===== src/rtl/sklansky_adder_arbiter.sv =====
// Round-robin arbiter/sequencer sharing one registered 8-bit adder among NREQ requesters.
// Optional saturation and carry-out flag: define SKLANSKY_ARB_SAT_EN.
module sklansky_adder_arbiter #(
  parameter int NREQ = 4
) (
  input  logic              clk,
  input  logic              rst_n,
  input  logic [NREQ-1:0]   req_valid,
  output logic [NREQ-1:0]   req_ready,
  input  logic [8*NREQ-1:0] req_a,
  input  logic [8*NREQ-1:0] req_b,
  output logic              adder_rst,
  output logic              adder_start,
  output logic [7:0]        adder_a,
  output logic [7:0]        adder_b,
  input  logic [7:0]        adder_sum,
  output logic              rsp_valid,
  input  logic              rsp_ready,
  output logic [7:0]        rsp_sum,
  output logic [2:0]        rsp_id,
  output logic              rsp_ovf,
  output logic              busy
);

  // state | meaning
  // IDLE  | arbitrate, grant one requester combinationally
  // ISSUE | adder_start high, adder registers a+b at the end of this cycle
  // CAPT  | capture adder_sum into the response register
  // RESP  | hold the response until rsp_ready
  typedef enum logic [1:0] {IDLE, ISSUE, CAPT, RESP} state_t;

  state_t     state;
  logic [2:0] ptr;
  logic [2:0] win;
  logic       found;
  logic       accept;
  logic [7:0] a_sel;
  logic [7:0] b_sel;

  // Prefer the lowest index above ptr, otherwise wrap to the lowest index overall.
  always_comb begin
    found = 1'b0;
    win   = 3'd0;
    for (int i = 0; i < NREQ; i++) begin
      if (!found && req_valid[i] && (3'(i) > ptr)) begin
        found = 1'b1;
        win   = 3'(i);
      end
    end
    for (int i = 0; i < NREQ; i++) begin
      if (!found && req_valid[i]) begin
        found = 1'b1;
        win   = 3'(i);
      end
    end
  end

  assign accept = (state == IDLE) && !adder_rst && found;

  always_comb begin
    req_ready = '0;
    a_sel     = 8'h00;
    b_sel     = 8'h00;
    for (int i = 0; i < NREQ; i++) begin
      if (3'(i) == win) begin
        req_ready[i] = accept;
        a_sel        = req_a[8*i +: 8];
        b_sel        = req_b[8*i +: 8];
      end
    end
  end

  assign busy = (state != IDLE);

`ifdef SKLANSKY_ARB_SAT_EN
  logic carry;
  // Carry-out recovered from the operand MSBs and the wrapped sum MSB.
  assign carry = (adder_a[7] & adder_b[7]) | ((adder_a[7] ^ adder_b[7]) & ~adder_sum[7]);
`else
  assign rsp_ovf = 1'b0;
`endif

  always_ff @(posedge clk or negedge rst_n) begin
    if (!rst_n) begin
      state       <= IDLE;
      ptr         <= 3'(NREQ-1);
      adder_rst   <= 1'b1;
      adder_start <= 1'b0;
      adder_a     <= 8'h00;
      adder_b     <= 8'h00;
      rsp_valid   <= 1'b0;
      rsp_sum     <= 8'h00;
      rsp_id      <= 3'd0;
`ifdef SKLANSKY_ARB_SAT_EN
      rsp_ovf     <= 1'b0;
`endif
    end else begin
      adder_rst   <= 1'b0;
      adder_start <= 1'b0;
      case (state)
        IDLE: begin
          if (accept) begin
            adder_a     <= a_sel;
            adder_b     <= b_sel;
            rsp_id      <= win;
            ptr         <= win;
            adder_start <= 1'b1;
            state       <= ISSUE;
          end
        end
        ISSUE: state <= CAPT;
        CAPT: begin
`ifdef SKLANSKY_ARB_SAT_EN
          if (carry) begin
            rsp_sum <= 8'hFF;
            rsp_ovf <= 1'b1;
          end else begin
            rsp_sum <= adder_sum;
            rsp_ovf <= 1'b0;
          end
`else
          rsp_sum <= adder_sum;
`endif
          rsp_valid <= 1'b1;
          state     <= RESP;
        end
        RESP: begin
          if (rsp_ready) begin
            rsp_valid <= 1'b0;
            state     <= IDLE;
          end
        end
        default: state <= IDLE;
      endcase
    end
  end

endmodule


===== config.mk =====
export PLATFORM = sky130hd
export DESIGN_NAME = sklansky_adder_arbiter
export DESIGN_NICKNAME = d
export VERILOG_FILES = /design/src/rtl/sklansky_adder_arbiter.sv
export SDC_FILE = /design/constraint.sdc
export NUM_CORES = 1
export LEC_CHECK = 0
export CORE_MARGIN = 2
export CORE_UTILIZATION = 29
export CTS_CLUSTER_SIZE = 24
export DETAILED_ROUTE_END_ITERATION = 8
export DONT_BUFFER_PORTS = 1
export HOLD_SLACK_MARGIN = 0.08
export MAX_ROUTING_LAYER = met4
export SETUP_SLACK_MARGIN = 0.1
export SLEW_MARGIN = 30
export SYNTH_ARGS = -nofsm -noshare
export SYNTH_HDL_FRONTEND = slang
export SYNTH_SLANG_ARGS = --single-unit

===== constraint.sdc =====
create_clock -name clk -period 5.3 [get_ports clk]
set_clock_uncertainty 0.15 [all_clocks]
set_input_delay 0.53 -clock clk [delete_from_list [all_inputs] [get_ports clk]]
set_output_delay 0.53 -clock clk [all_outputs]
set_load 0.02 [all_outputs]

After elaboration in Yosys (flattened, before gate mapping)
Cells that the tools add are included.
Widths: inputs -> output; s select.
- register bits: 35
- bits in latches: 0
- memory bits (writable): 0
- ROM bits: 0
- bits of input ports: 79
- output and inout bits: 36
- logic and storage cells: 83
- memories: 0
- add/subtract/negate cells: 0
- $mul: 0
- divide/modulo/power cells: 0
- $lt $le $gt $ge: 4
- eq/ne operators: 8
- shift operators: 0
- muxes and demuxes: 34
- bitwise gates (word level): 0
- reduce and logical (&&, ||, !) cells: 28
- operator list (operator ; count):
    $mux 8 ; 8
    $mux 1 ; 16
    $mux 3 ; 5
    $logic_and 1x1->1 ; 13
    $logic_not 1->1 ; 8
    $pmux 2 s4 ; 1
    $eq 2x3->1 const A ; 2
    $gt 1x3->1 const A ; 2
    $gt 2x3->1 const A ; 2
    $mux 2 ; 3
    $reduce_and 2->1 ; 3
    $eq 2x2->1 const B ; 2
    $ne 2x2->1 const B ; 2
    $reduce_bool 2->1 ; 2
    $eq 1x3->1 const A ; 1
    $logic_not 3->1 ; 1
    $eq 2x1->1 const B ; 1
    $logic_not 2->1 ; 1
    $pmux 1 s2 ; 1

Logic depth before layout (Yosys ltp)
- depth in word-level cells: 32
- gate-level depth with buffers: 9
- mapped depth without buffers: 8

Least setup slack after synthesis
OpenSTA, ideal clock, no wires.
- path type: input to output
- start point: input port req_valid[1]
- end point: output port req_ready[3]
- arrival time: 1.888 ns
- required time: 4.620 ns
- path slack: 2.732 ns
- cell stages on the path: 8
- path buffers: 3
- cells stage by stage: clkbuf_1 nor2_1 a211o_1 buf_4 clkinv_2 buf_2 nand3_1 nor2_1
- cells in the longest elaborated chain, start to end: 25
- elaborated cells on any way between the ends: 33
- ends and longest elaborated chain (item ; RTL line ; source):
    start, declared ; 8 ; input logic [NREQ-1:0] req_valid,
    $logic_and 1x1->1 (2 in a row) ; 45 ; if (!found && req_valid[i] && (3'(i) > ptr)) begin
    $mux 1 ; 45 ;
    $logic_not 1->1 ; 45 ;
    $logic_and 1x1->1 (2 in a row) ; 45 ;
    $mux 1 ; 45 ;
    $logic_not 1->1 ; 45 ;
    $logic_and 1x1->1 (2 in a row) ; 45 ;
    $mux 1 ; 45 ;
    [... 6 more ...] ; -- ;
    $logic_not 1->1 ; 51 ; if (!found && req_valid[i]) begin
    $logic_and 1x1->1 ; 51 ;
    $mux 1 ; 51 ;
    $logic_not 1->1 ; 51 ;
    $logic_and 1x1->1 ; 51 ;
    $mux 3 / $mux 1 (equally long branches) ; 51 ;
    $eq 2x3->1 / $logic_and 1x1->1 (equally long branches) ; 65, 58 ;
    $mux 1 * ; 65 ; if (3'(i) == win) begin
    end, declared ; 9 ; output logic [NREQ-1:0] req_ready,
Every way passes the cells marked *; elsewhere a longest branch is shown, timed or not.

Worst setup path after layout
- start point: register ptr[0]
- end point: output port req_ready[2]
- cells in the longest elaborated chain, start to end: 29
- elaborated cells on any way between the ends: 40
- ends and longest elaborated chain (item ; RTL line ; source):
    start, declared ; 33 ; logic [2:0] ptr;
    start signal, assigned ; 86 ; ptr <= 3'(NREQ-1);
    start signal, assigned ; 106 ; ptr <= win;
    $gt 1x3->1 ; 45 ;
    $logic_and 1x1->1 ; 45 ;
    $mux 1 ; 45 ;
    $logic_not 1->1 ; 45 ;
    $logic_and 1x1->1 (2 in a row) ; 45 ;
    $mux 1 ; 45 ;
    $logic_not 1->1 ; 45 ;
    $logic_and 1x1->1 (2 in a row) ; 45 ;
    [... 11 more ...] ; -- ;
    $logic_not 1->1 ; 51 ;
    $logic_and 1x1->1 ; 51 ;
    $mux 1 ; 51 ;
    $logic_not 1->1 ; 51 ;
    $logic_and 1x1->1 ; 51 ;
    $mux 3 / $mux 1 (equally long branches) ; 51 ;
    $eq 2x3->1 / $logic_and 1x1->1 (equally long branches) ; 65, 58 ;
    $mux 1 * ; 65 ;
Marks and branches as above.

==> flow_metrics.py <==
metrics = {
    "logic_synthesis": {
        "yosysUniqueCellTypes": 42,
        "netlist.area_leader.share": 0.371,
        "ys_top_cells_by_area": "dfrtp_1 (37%), a2111oi_2 (5.9%), a22oi_1 (5.2%), mux2_2 (4.4%), nand2_1 (4.3%)",
        "synth-simple-area-share": 0.157,
        "ys_ff_latch": 33,
        "synth_adder_area_share": 0.0247,
        "async_flop_share": 1.00,
        "yosys.area.top_type": "dfrtp_1",
        "synth_top_family_by_area": "compound AO/OA/AOI/OAI gates",
        "synth_mux_area_frac": 0.0500,
        "synth_edf_count": 0,
        "synth_compound_area_frac": 0.278,
        "syn_inst": 208,
        "yosysWarningCount": 0,
        "syn_avg_cell_area_um2": 9.74,
        "syn_area_mm2": 0.00203,
        "synth-xor-area-share": 0.00432,
        "yosysSeqAreaShare": 0.410,
        "synthFlopType": "dfrtp_1",
    },
    "critical_path": {
        "crit_type": "reg -> out",
        "cp-end-kind": "output port",
        "r2r_slack_ns": 2.58,
        "startpoint_type": "flop",
        "worst_ep_arrival_time_ns": 2.64,
        "reg2reg_depth": 8,
        "required_ns": 4.62,
        "cp_max_fo": 19,
    },
    "global_route": {
        "grt_pass1_vias": 1529,
        "grt_pass1_wl_um": 8160,
        "antenna_found_initial": 0,
        "grt_max_degree": 34,
        "grt-ovfl-total": 0,
        "track_usage": 0.146,
    },
    "clocking": {
        "clk_pin_slew_worst_paths_ns": 0.07,
        "cts_tree": "built",
        "clock_sinks": 33,
        "clk_latency_ns": 0.28,
        "cts_resized": 0,
        "cts_root_buffer": "clkbuf_8",
        "cts_buffer_depth": 2,
        "h-tree-depth": 2,
        "cts_made_buffers": 5,
    },
    "layout": {
        "regArea_um2": 830,
        "layout.nets": 284,
        "final_area_mm2": 0.00215,
        "area_growth_syn_to_layout_pct": 6.30,
        "utilization": 0.317,
        "multi_input_area_mm2": 0.00105,
        "fin_cells": 298,
        "n_antenna_cell": 0,
        "fillers": 706,
        "drive_gt1_frac": 0.168,
    },
    "hold_path": {
        "min_path_type": "in -> reg",
        "min_path_cells": 1,
    },
    "sta": {
        "finalSetupTns_ns": 0,
        "finalCritPeriodShare": 0.627,
        "slew_headroom": 0.352,
        "hold_violations": 0,
        "min_period_ns": 3.32,
        "fmax_mhz": 301,
        "worstMarginPinSlew_ns": 0.973,
        "setup_violations": 0,
        "maxSlewViolCount": 0,
        "rsz0062_at_grt": "false",
    },
    "status": {
        "outcome": "finished, final reports clean",
    },
    "power": {
        "switchingPower_w": 0.000621,
        "netSwitchingFraction": 0.482,
        "pwr-share-clk": 0.147,
        "internal_power_w": 0.000666,
        "p_leak_nw": 0.856,
        "p_per_area_mw_per_mm2": 598,
        "pwr-share-comb": 0.380,
        "seqPwrFrac": 0.473,
        "ir_drop_v": 0.000156,
    },
    "routing": {
        "vias": 1602,
        "dr.pass1.iters": 4,
        "routed_wl_um": 5600,
        "wl_per_cell_um": 18.8,
        "antenna_left": 0,
        "vias_per_cell": 5.38,
        "route.detailed.drc": 0,
        "dr.first_iter.drc_count": 83,
    },
    "floorplan": {
        "fp.dieW_um": 87.6,
        "core_mm2": 0.00679,
        "initial_core_util": 0.298,
        "dieArea_mm2": 0.00767,
        "row_count": 30,
        "die_height_um": 87.6,
        "ioPinCount": 115,
    },
    "placed_design": {
        "portBuffers": 0,
        "dp_hpwl_um": 4030,
        "dp_cells": 288,
        "gp_congestion": 0.924,
        "placed_area_mm2": 0.00204,
    },
    "job": {
        "maxCapViolations": 0,
    },
}
[power groups by stage]
| stage | Combinational, W | Clock, W | Sequential (W) |
|---|---|---|---|
| 2_1_floorplan | 0.000435 | 0 | 0.000577 |
| 5_1_grt | 0.000548 | 0.000215 | 0.000628 |
| 6_report | 0.000490 | 0.000189 | 0.000608 |
| 4_1_cts | 0.000496 | 0.000202 | 0.000611 |
| 3_5_place_dp | 0.000488 | 0 | 0.000615 |
| 3_3_place_gp | 0.000473 | 0 | 0.000611 |
[metrics by stage]
step | setup slack [ns] | total power, W | hold WS (ns)
after floorplan | 2.73 | 0.00101 | 0.0844
after global placement | 2.34 | 0.00108 | 0.0853
after detailed placement | 2.29 | 0.00110 | 0.0851
after CTS | 1.96 | 0.00131 | 0.184
after global routing | 1.83 | 0.00139 | 0.170
final | 1.98 | 0.00129 | 0.198
[path summary, 6_finish.rpt]
path / start / end
min: rsp_ready / rsp_valid
max: ptr[0] / req_ready[2]
min reg2reg: ptr[1] / ptr[1]
min in group asynchronous: rst_n / adder_a[1]
max in group asynchronous: rst_n / ptr[1]
max reg2reg: state[1] / state[1]
[critical path, cell delays in order, from the launching register on]
cell and delay, ns:
dfstp_2 0.61, nor2b_1 0.10, o21ai_0 0.17, o311a_1 0.84, nand2_1 0.22, nor2_1 0.41
[registers in the layout (all words and copies together) (netlist names)]
name / count
state: 2
adder_start: 1
adder_b: 8
rsp_id: 2
rsp_valid: 1
rsp_sum: 8
ptr: 2
adder_a: 8
adder_rst: 1
[cell type report]
| type | instances | share of cell area |
|---|---|---|
| clock buffers | 5 | 0.0320 |
| flip-flops and latches | 33 | 0.385 |
| multi-input cells | 151 | 0.489 |
| clock inverters | 3 | 0.00813 |
| well taps | 96 | 0.0558 |
| inverters | 7 | 0.0128 |
| repair buffers | 3 | 0.0174 |
[synth_stat cells, types with 4 or more instances]
| library cell | instances |
|---|---|
| a2111oi_2 | 8 |
| a21oi_1 | 10 |
| a22oi_1 | 14 |
| a31oi_1 | 6 |
| and2_1 | 9 |
| buf_2 | 6 |
| buf_4 | 4 |
| buf_6 | 4 |
| clkbuf_1 | 5 |
| dfrtp_1 | 30 |
| ha_1 | 4 |
| inv_1 | 6 |
| mux2_2 | 8 |
| nand2_1 | 23 |
| nand3_1 | 7 |
| nor2_1 | 14 |
| nor2b_1 | 4 |
| o221ai_1 | 8 |
[metal layers]
metal,vias up,routed length (µm),global-route usage
met5,-,0,-
met4,0,118,0.0517
met3,9,381,0.0368
met2,69,2800,0.240
met1,775,2300,0.174
li1,749,-,-
[placed cells by master, fill, tap and decap left out, types with 3 or more instances in the layout]
master / count
a22oi_1: 14
o21ai_0: 3
clkbuf_8: 5
nor2b_1: 4
a2111oi_2: 8
ha_1: 4
clkinv_2: 3
nor2_1: 14
nand3_1: 7
and3_1: 3
dfrtp_1: 30
o221ai_1: 8
a31oi_1: 6
inv_1: 6
nand2_1: 23
conb_1: 3
mux2_2: 8
a21oi_1: 10
dfstp_2: 3
and2_1: 9
[kinds of logic (layout without fill, tap and decap cells)]
family          after synthesis  after routing
compound gates               67             67
xor+xnor                      1              1
fa+ha+maj                     4              4
buf+inv                      26             18
flops                        33             33
mux                           9              9
other cells                   1              3
simple gates                 67             67
[timing repair]
item,CTS,global route
hold buffers,2,0
hold endpoints to repair,33,0
buffers inserted,0,0
Note: power is estimated with default switching activity, not from simulation.
